**config.mk**
```make
export PLATFORM = sky130hd
export DESIGN_NAME = sram_arbiter
export DESIGN_NICKNAME = d
export VERILOG_FILES = /design/src/rtl/sram_arbiter.sv
export SDC_FILE = /design/constraint.sdc
export NUM_CORES = 1
export LEC_CHECK = 0
export BUFFER_PORTS_ARGS = -buffer_cell sky130_fd_sc_hd__buf_2
export CAP_MARGIN = 10
export CORE_MARGIN = 2
export CORE_UTILIZATION = 47
export DETAILED_ROUTE_END_ITERATION = 12
export HOLD_SLACK_MARGIN = 0.1
export MAX_ROUTING_LAYER = met4
export PLACE_DENSITY = 0.77
export SETUP_SLACK_MARGIN = 0.3
export SLEW_MARGIN = 20
export SYNTH_ARGS = -nofsm -noshare
export SYNTH_HDL_FRONTEND = slang
export SYNTH_SLANG_ARGS = --single-unit
```
**constraint.sdc**
```tcl
create_clock -name clk -period 2 [get_ports clk]
set_clock_uncertainty 0.05 [all_clocks]
set_input_delay 0.3 -clock clk [delete_from_list [all_inputs] [get_ports clk]]
set_output_delay 0.3 -clock clk [all_outputs]
set_load 0.02 [all_outputs]
```
**src/rtl/sram_arbiter.sv**
```systemverilog
// Two-port arbiter for one 16-bit async SRAM: each 32-bit word is a low-half then high-half access,
// and partial-halfword writes are done as read-modify-write because the SRAM has no byte lanes.
module sram_arbiter #(
  parameter int ACCESS_CYCLES = 2
) (
  input  logic        clk,
  input  logic        resetn,
  input  logic [1:0]  req_valid,
  input  logic [1:0]  req_we,
  input  logic [16:0] req_addr0,
  input  logic [16:0] req_addr1,
  input  logic [31:0] req_wdata0,
  input  logic [31:0] req_wdata1,
  input  logic [3:0]  req_wstrb0,
  input  logic [3:0]  req_wstrb1,
  output logic [1:0]  req_ready,
  output logic [31:0] req_rdata,
  output logic        grant,
  output logic        busy,
  output logic [17:0] sram_addr,
  output logic [15:0] sram_d_out,
  output logic        sram_d_oe,
  input  logic [15:0] sram_d_in,
  output logic        sram_cs_n,
  output logic        sram_oe_n,
  output logic        sram_we_n
);

  localparam int CW = (ACCESS_CYCLES > 1) ? $clog2(ACCESS_CYCLES) : 1;
  localparam logic [CW-1:0] CNT_LOAD = CW'(ACCESS_CYCLES - 1);

  typedef enum logic [2:0] {ST_IDLE, ST_RD, ST_TA, ST_WR, ST_REC, ST_DONE} state_t;

  state_t        state_reg, state_next;
  logic          grant_reg, grant_next;
  logic          we_reg, we_next;
  logic [16:0]   addr_reg, addr_next;
  logic [31:0]   wdata_reg, wdata_next;
  logic [3:0]    wstrb_reg, wstrb_next;
  logic          half_reg, half_next;
  logic [CW-1:0] cnt_reg, cnt_next;
  logic [15:0]   rd_buf_reg, rd_buf_next;
  logic [31:0]   rdata_reg, rdata_next;
  logic [15:0]   d_out_reg, d_out_next;
  logic          cs_n_reg, cs_n_next;
  logic          oe_n_reg, oe_n_next;
  logic          we_n_reg, we_n_next;
  logic          d_oe_reg, d_oe_next;

  logic          sel_port, sel_we;
  logic [16:0]   sel_addr;
  logic [31:0]   sel_wdata;
  logic [3:0]    sel_wstrb;
  logic [1:0]    cur_s;
  logic [15:0]   cur_w;
  logic          half_done, launch, launch_half, launch_we;
  logic [1:0]    launch_s;
  logic [15:0]   launch_w;

  function automatic logic [15:0] merge_half(input logic [15:0] w, input logic [15:0] r,
                                             input logic [1:0] s);
    return {s[1] ? w[15:8] : r[15:8], s[0] ? w[7:0] : r[7:0]};
  endfunction

  // Round-robin pick: on contention the port that was not served last wins.
  always_comb begin
    sel_port  = (req_valid == 2'b11) ? ~grant_reg : req_valid[1];
    sel_we    = req_we[sel_port];
    sel_addr  = sel_port ? req_addr1  : req_addr0;
    sel_wdata = sel_port ? req_wdata1 : req_wdata0;
    sel_wstrb = sel_port ? req_wstrb1 : req_wstrb0;
  end

  always_comb begin
    state_next  = state_reg;
    grant_next  = grant_reg;
    we_next     = we_reg;
    addr_next   = addr_reg;
    wdata_next  = wdata_reg;
    wstrb_next  = wstrb_reg;
    half_next   = half_reg;
    cnt_next    = cnt_reg;
    rd_buf_next = rd_buf_reg;
    rdata_next  = rdata_reg;
    d_out_next  = d_out_reg;
    cur_s       = half_reg ? wstrb_reg[3:2] : wstrb_reg[1:0];
    cur_w       = half_reg ? wdata_reg[31:16] : wdata_reg[15:0];
    half_done   = 1'b0;
    launch      = 1'b0;
    launch_half = 1'b0;
    launch_we   = we_reg;
    launch_s    = 2'b00;
    launch_w    = 16'h0000;

    case (state_reg)
      ST_IDLE: begin
        if (|req_valid) begin
          grant_next = sel_port;
          we_next    = sel_we;
          addr_next  = sel_addr;
          wdata_next = sel_wdata;
          wstrb_next = sel_wstrb;
          launch_we  = sel_we;
          if (!sel_we || sel_wstrb[1:0] != 2'b00) begin
            launch   = 1'b1;
            launch_s = sel_wstrb[1:0];
            launch_w = sel_wdata[15:0];
          end else if (sel_wstrb[3:2] != 2'b00) begin
            launch      = 1'b1;
            launch_half = 1'b1;
            launch_s    = sel_wstrb[3:2];
            launch_w    = sel_wdata[31:16];
          end else begin
            state_next = ST_DONE;
          end
        end
      end
      ST_RD: begin
        if (cnt_reg != '0) begin
          cnt_next = cnt_reg - CW'(1);
        end else begin
          rd_buf_next = sram_d_in;
          if (we_reg) begin
            state_next = ST_TA;
          end else begin
            if (half_reg) rdata_next = {sram_d_in, rd_buf_reg};
            half_done = 1'b1;
          end
        end
      end
      ST_TA: begin
        state_next = ST_WR;
        cnt_next   = CNT_LOAD;
        d_out_next = merge_half(cur_w, rd_buf_reg, cur_s);
      end
      ST_WR: begin
        if (cnt_reg != '0) cnt_next = cnt_reg - CW'(1);
        else               state_next = ST_REC;
      end
      ST_REC:  half_done  = 1'b1;
      ST_DONE: state_next = ST_IDLE;
      default: state_next = ST_IDLE;
    endcase

    // A high half with no strobes on a write is skipped entirely.
    if (half_done) begin
      if (!half_reg && (!we_reg || wstrb_reg[3:2] != 2'b00)) begin
        launch      = 1'b1;
        launch_half = 1'b1;
        launch_s    = wstrb_reg[3:2];
        launch_w    = wdata_reg[31:16];
      end else begin
        state_next = ST_DONE;
      end
    end

    if (launch) begin
      half_next = launch_half;
      cnt_next  = CNT_LOAD;
      if (launch_we && launch_s == 2'b11) begin
        state_next = ST_WR;
        d_out_next = launch_w;
      end else begin
        state_next = ST_RD;
      end
    end

    cs_n_next = !(state_next == ST_RD || state_next == ST_TA ||
                  state_next == ST_WR || state_next == ST_REC);
    oe_n_next = (state_next != ST_RD);
    we_n_next = (state_next != ST_WR);
    d_oe_next = (state_next == ST_WR || state_next == ST_REC);
  end

  // Strobes are registered from the next state so the pads never see decode glitches.
  always_ff @(posedge clk or negedge resetn) begin
    if (!resetn) begin
      state_reg  <= ST_IDLE;
      grant_reg  <= 1'b1;
      we_reg     <= 1'b0;
      addr_reg   <= '0;
      wdata_reg  <= '0;
      wstrb_reg  <= '0;
      half_reg   <= 1'b0;
      cnt_reg    <= '0;
      rd_buf_reg <= '0;
      rdata_reg  <= '0;
      d_out_reg  <= '0;
      cs_n_reg   <= 1'b1;
      oe_n_reg   <= 1'b1;
      we_n_reg   <= 1'b1;
      d_oe_reg   <= 1'b0;
    end else begin
      state_reg  <= state_next;
      grant_reg  <= grant_next;
      we_reg     <= we_next;
      addr_reg   <= addr_next;
      wdata_reg  <= wdata_next;
      wstrb_reg  <= wstrb_next;
      half_reg   <= half_next;
      cnt_reg    <= cnt_next;
      rd_buf_reg <= rd_buf_next;
      rdata_reg  <= rdata_next;
      d_out_reg  <= d_out_next;
      cs_n_reg   <= cs_n_next;
      oe_n_reg   <= oe_n_next;
      we_n_reg   <= we_n_next;
      d_oe_reg   <= d_oe_next;
    end
  end

  for (genvar gi = 0; gi < 2; gi++) begin : g_ready
    assign req_ready[gi] = (state_reg == ST_DONE) && (grant_reg == 1'(gi));
  end

  assign req_rdata  = rdata_reg;
  assign grant      = grant_reg;
  assign busy       = (state_reg != ST_IDLE);
  assign sram_addr  = {addr_reg, half_reg};
  assign sram_d_out = d_out_reg;
  assign sram_d_oe  = d_oe_reg;
  assign sram_cs_n  = cs_n_reg;
  assign sram_oe_n  = oe_n_reg;
  assign sram_we_n  = we_n_reg;

endmodule

```
==> impl_metrics.csv <==
group,metric,value,unit
clocking,cts_max_level,4,
synthesis,ys_warn_count,0,
route,drc,0,
synthesis,synth_top_family_by_area,"simple AND/OR/NAND/NOR gates",
finish,mostFrequentLayoutCell,"buf_2",
power,clock_power_share,19.0,%
placed_design,place_congestion,0.895,
power,p_per_area,1590,mW/mm^2
global_route,grt_max_degree,85,
power,p_comb_share,50.1,%
finish,fin_nets,1106,
timing,finalSetupTns,-0.654,ns
hold_path,worstHoldStart,"req_addr1[3]",
power,vdd_drop_max,1.05,mV
critical_path,end_kind,"flip-flop",
global_route,track_usage,29.0,%
floorplanning,io_pins,202,
route,first_pass_iters,5,
critical_path,slowest_delay,0.56,ns
placed_design,hpwl,13200,um
finish,n_fill_cell,985,
timing,setup_viol_count_final,17,
critical_path,timing.rr.start,"we_reg",
clocking,clk_pin_slew,0.05,ns
timing,layout_setup_ws,-0.0893,ns
synthesis,synth_compound_area_share,14.3,%
power,sw_frac_of_total,40.3,%
clocking,cts_tree,"built",
critical_path,crit_path_max_fanout,14,
synthesis,async_reset_ff_share,100,%
critical_path,reg2reg_to,"sram_d_out[5]",
synthesis,yosys.area_share.simple,17.1,%
synthesis,netlist_area,0.00657,mm^2
critical_path,cp.arrival,2.32,ns
critical_path,cp_num_buf_inv,1,
timing,timing.final.crit_share,104,%
timing,slew_viol_final,0,
run_status,status,"finished, violations left",
power,finalPower,0.0162,W
finish,antenna-diode-count,0,
clocking,clockBufferDepth,2,
floorplanning,initial_utilization,47.7,%
floorplanning,die_area,0.0149,mm^2
global_route,antenna_found_initial,0,
synthesis,synthMuxAreaShare,15.7,%
critical_path,path_cells,"or4b_4 -> a21oi_4 -> and2_4 -> and3_4 -> o21ai_4 -> buf_12 -> mux2i_2",
global_route,grt_overflow,0,
timing,finalHoldViolations,0,
route,wl_per_cell,19.2,um
timing,clock.fmax,479,MHz
critical_path,crit_path_top_delay_cell,"or4b_4",
global_route,grt_pass1_wl,32200,um
clocking,clock_latency,0.41,ns
floorplanning,die_y,122,um
power,p_sw,0.00651,W
synthesis,ys_seq_elements,128,
critical_path,critPathKind,"reg -> reg",
finish,drive_above_1_share,42.4,%
hold_path,hold_path_class,"in -> reg",
power,pwr-share-seq,30.9,%
critical_path,cp-start-kind,"flip-flop",
clocking,root_buffer,"clkbuf_16",
synthesis,ys.flop_type,"dfrtp_1",
route,detail-route-antenna-nets,0,
power,p_leak,4.80,nW
finish,final_cell_mix,"buf_2 (196), dfrtp_1 (124), nand2_1 (94), dlygate4sd3_1 (68), nand3_1 (51)",
timing,rsz0062_at_grt,"yes",
synthesis,synth_edf_count,0,
floorplanning,die_w,122,um
floorplanning,core_area,0.0138,mm^2
critical_path,critPathRequiredTime,2.23,ns
finish,area_growth,54.9,%
run_status,violations,"negative setup slack",
critical_path,critical-path-top-delay-family,"simple AND/OR/NAND/NOR gates",
route,via_per_inst,5.76,
synthesis,post_synth.cell_area_avg,9.67,um^2
critical_path,rrSetupSlack,-0.09,ns
global_route,grt_pass1_vias,6495,
route,drt-initial-drc-count,526,
route,vias,6736,
route,wl,22500,um
synthesis,yosys.cell_types.count,39,
timing,tightest_slew,0.714,ns
floorplanning,rows,43,
flow_run,max_cap_viol_count,0,
critical_path,ff2ff_path_depth,7,
clocking,clock-sinks,128,
timing,relSlewSlack,52.4,%
hold_path,min_path_cells,3,
synthesis,syn-num-nets,807,
hold_path,hold_end,"addr_reg[3]",
clocking,numCtsBuffers,17,
synthesis,synth_adder_area_share,0,%
power,intPower,0.00966,W
timing,fin_crit,2.09,ns
synthesis,netlist_instances,679,
synthesis,yosysSeqAreaShare,48.8,%
synthesis,synthXorXnorAreaFrac,0,%
placed_design,portBuffers,201,
-- cells by family after synthesis --
family / Yosys count
AOI/OAI and AO/OA: 144
buffers and inverters: 59
and+or+nand+nor: 251
DFF: 128
muxes: 97
-- repair_timing --
item / 4_1_cts / 5_1_grt
endpoints found under the hold margin: 171 / 0
resized for setup: 40 / 104
pin swaps: 8 / 14
cloned: 2 / 3
endpoints found under the setup margin: 75 / 125
buffers inserted: 8 / 9
hold buffers: 68 / 0
-- cells in the mapped netlist (all sizes together), types with 6 or more instances --
cell / count / area, um^2
dfrtp: 124 / 3100
nand2: 96 / 360
nor2: 62 / 233
nand3: 52 / 260
mux2i: 49 / 490
mux2: 48 / 541
a21oi: 41 / 205
a31oi: 39 / 244
a211oi: 33 / 248
clkbuf: 30 / 113
buf: 25 / 135
a32oi: 17 / 149
nor2b: 17 / 106
o21ai: 6 / 33.8
-- power groups by stage --
stage	sequential, W	clock, W	combinational, W
3_5_place_dp	0.00488	0	0.00636
5_1_grt	0.00515	0.00320	0.00866
6_report	0.00500	0.00307	0.00811
3_3_place_gp	0.00483	0	0.00616
2_1_floorplan	0.00549	0	0.00354
4_1_cts	0.00487	0.00309	0.00689
-- final cells by class --
| class | count | area [um^2] | share of cell area, % |
|---|---|---|---|
| multi-input combinational | 492 | 3610 | 35.4 |
| tap | 180 | 225 | 2.21 |
| clock inverter | 10 | 110 | 1.08 |
| inverter | 4 | 17.5 | 0.172 |
| sequential | 128 | 3210 | 31.5 |
| timing repair buffer | 335 | 2530 | 24.8 |
| clock buffer | 21 | 480 | 4.72 |
-- worst reg2reg max path: cells and delay by family (launching register included) --
family | cells | cell delay, ns
DFF | 1 | 0.40
AOI/OAI and AO/OA | 2 | 0.25
and+or+nand+nor | 3 | 0.91
buffers and inverters | 1 | 0.18
muxes | 1 | 0.17
-- worst max-delay path by stage --
stage	to	depth (start not counted)	startpoint
after floorplan	sram_we_n	8	cnt_reg
after global placement	sram_d_out[10]	8	req_wstrb0[0]
after detailed placement	sram_d_out[5]	8	req_wstrb0[0]
after CTS	sram_d_out[5]	7	we_reg
after global routing	sram_d_out[5]	7	we_reg
final	sram_d_out[5]	7	we_reg
-- routing by layer --
metal / GRT usage [%] / part of all wire (%) / wire length (um)
met1: 33.3 / 39 / 8720
met2: 48.5 / 51 / 11400
met5: - / 0 / 0
met3: 6.32 / 6.4 / 1450
met4: 13.9 / 4.1 / 919
-- metrics by stage --
step           hold WS, ns  area (um^2)  setup WS [ns]  instances  utilization (%)
3_3_place_gp         0.176         8050         -0.102       1049             58.5
3_5_place_dp         0.173         8050         -0.152       1049             58.5
2_1_floorplan      -0.0456         6620       -0.00234        679                -
4_1_cts              0.101         9550        -0.0111       1158             69.4
6_report             0.108        10200        -0.0893       1170             73.9
5_1_grt              0.108        10200         -0.123       1170             73.9
No activity file was read; power rests on OpenSTA's default activity.
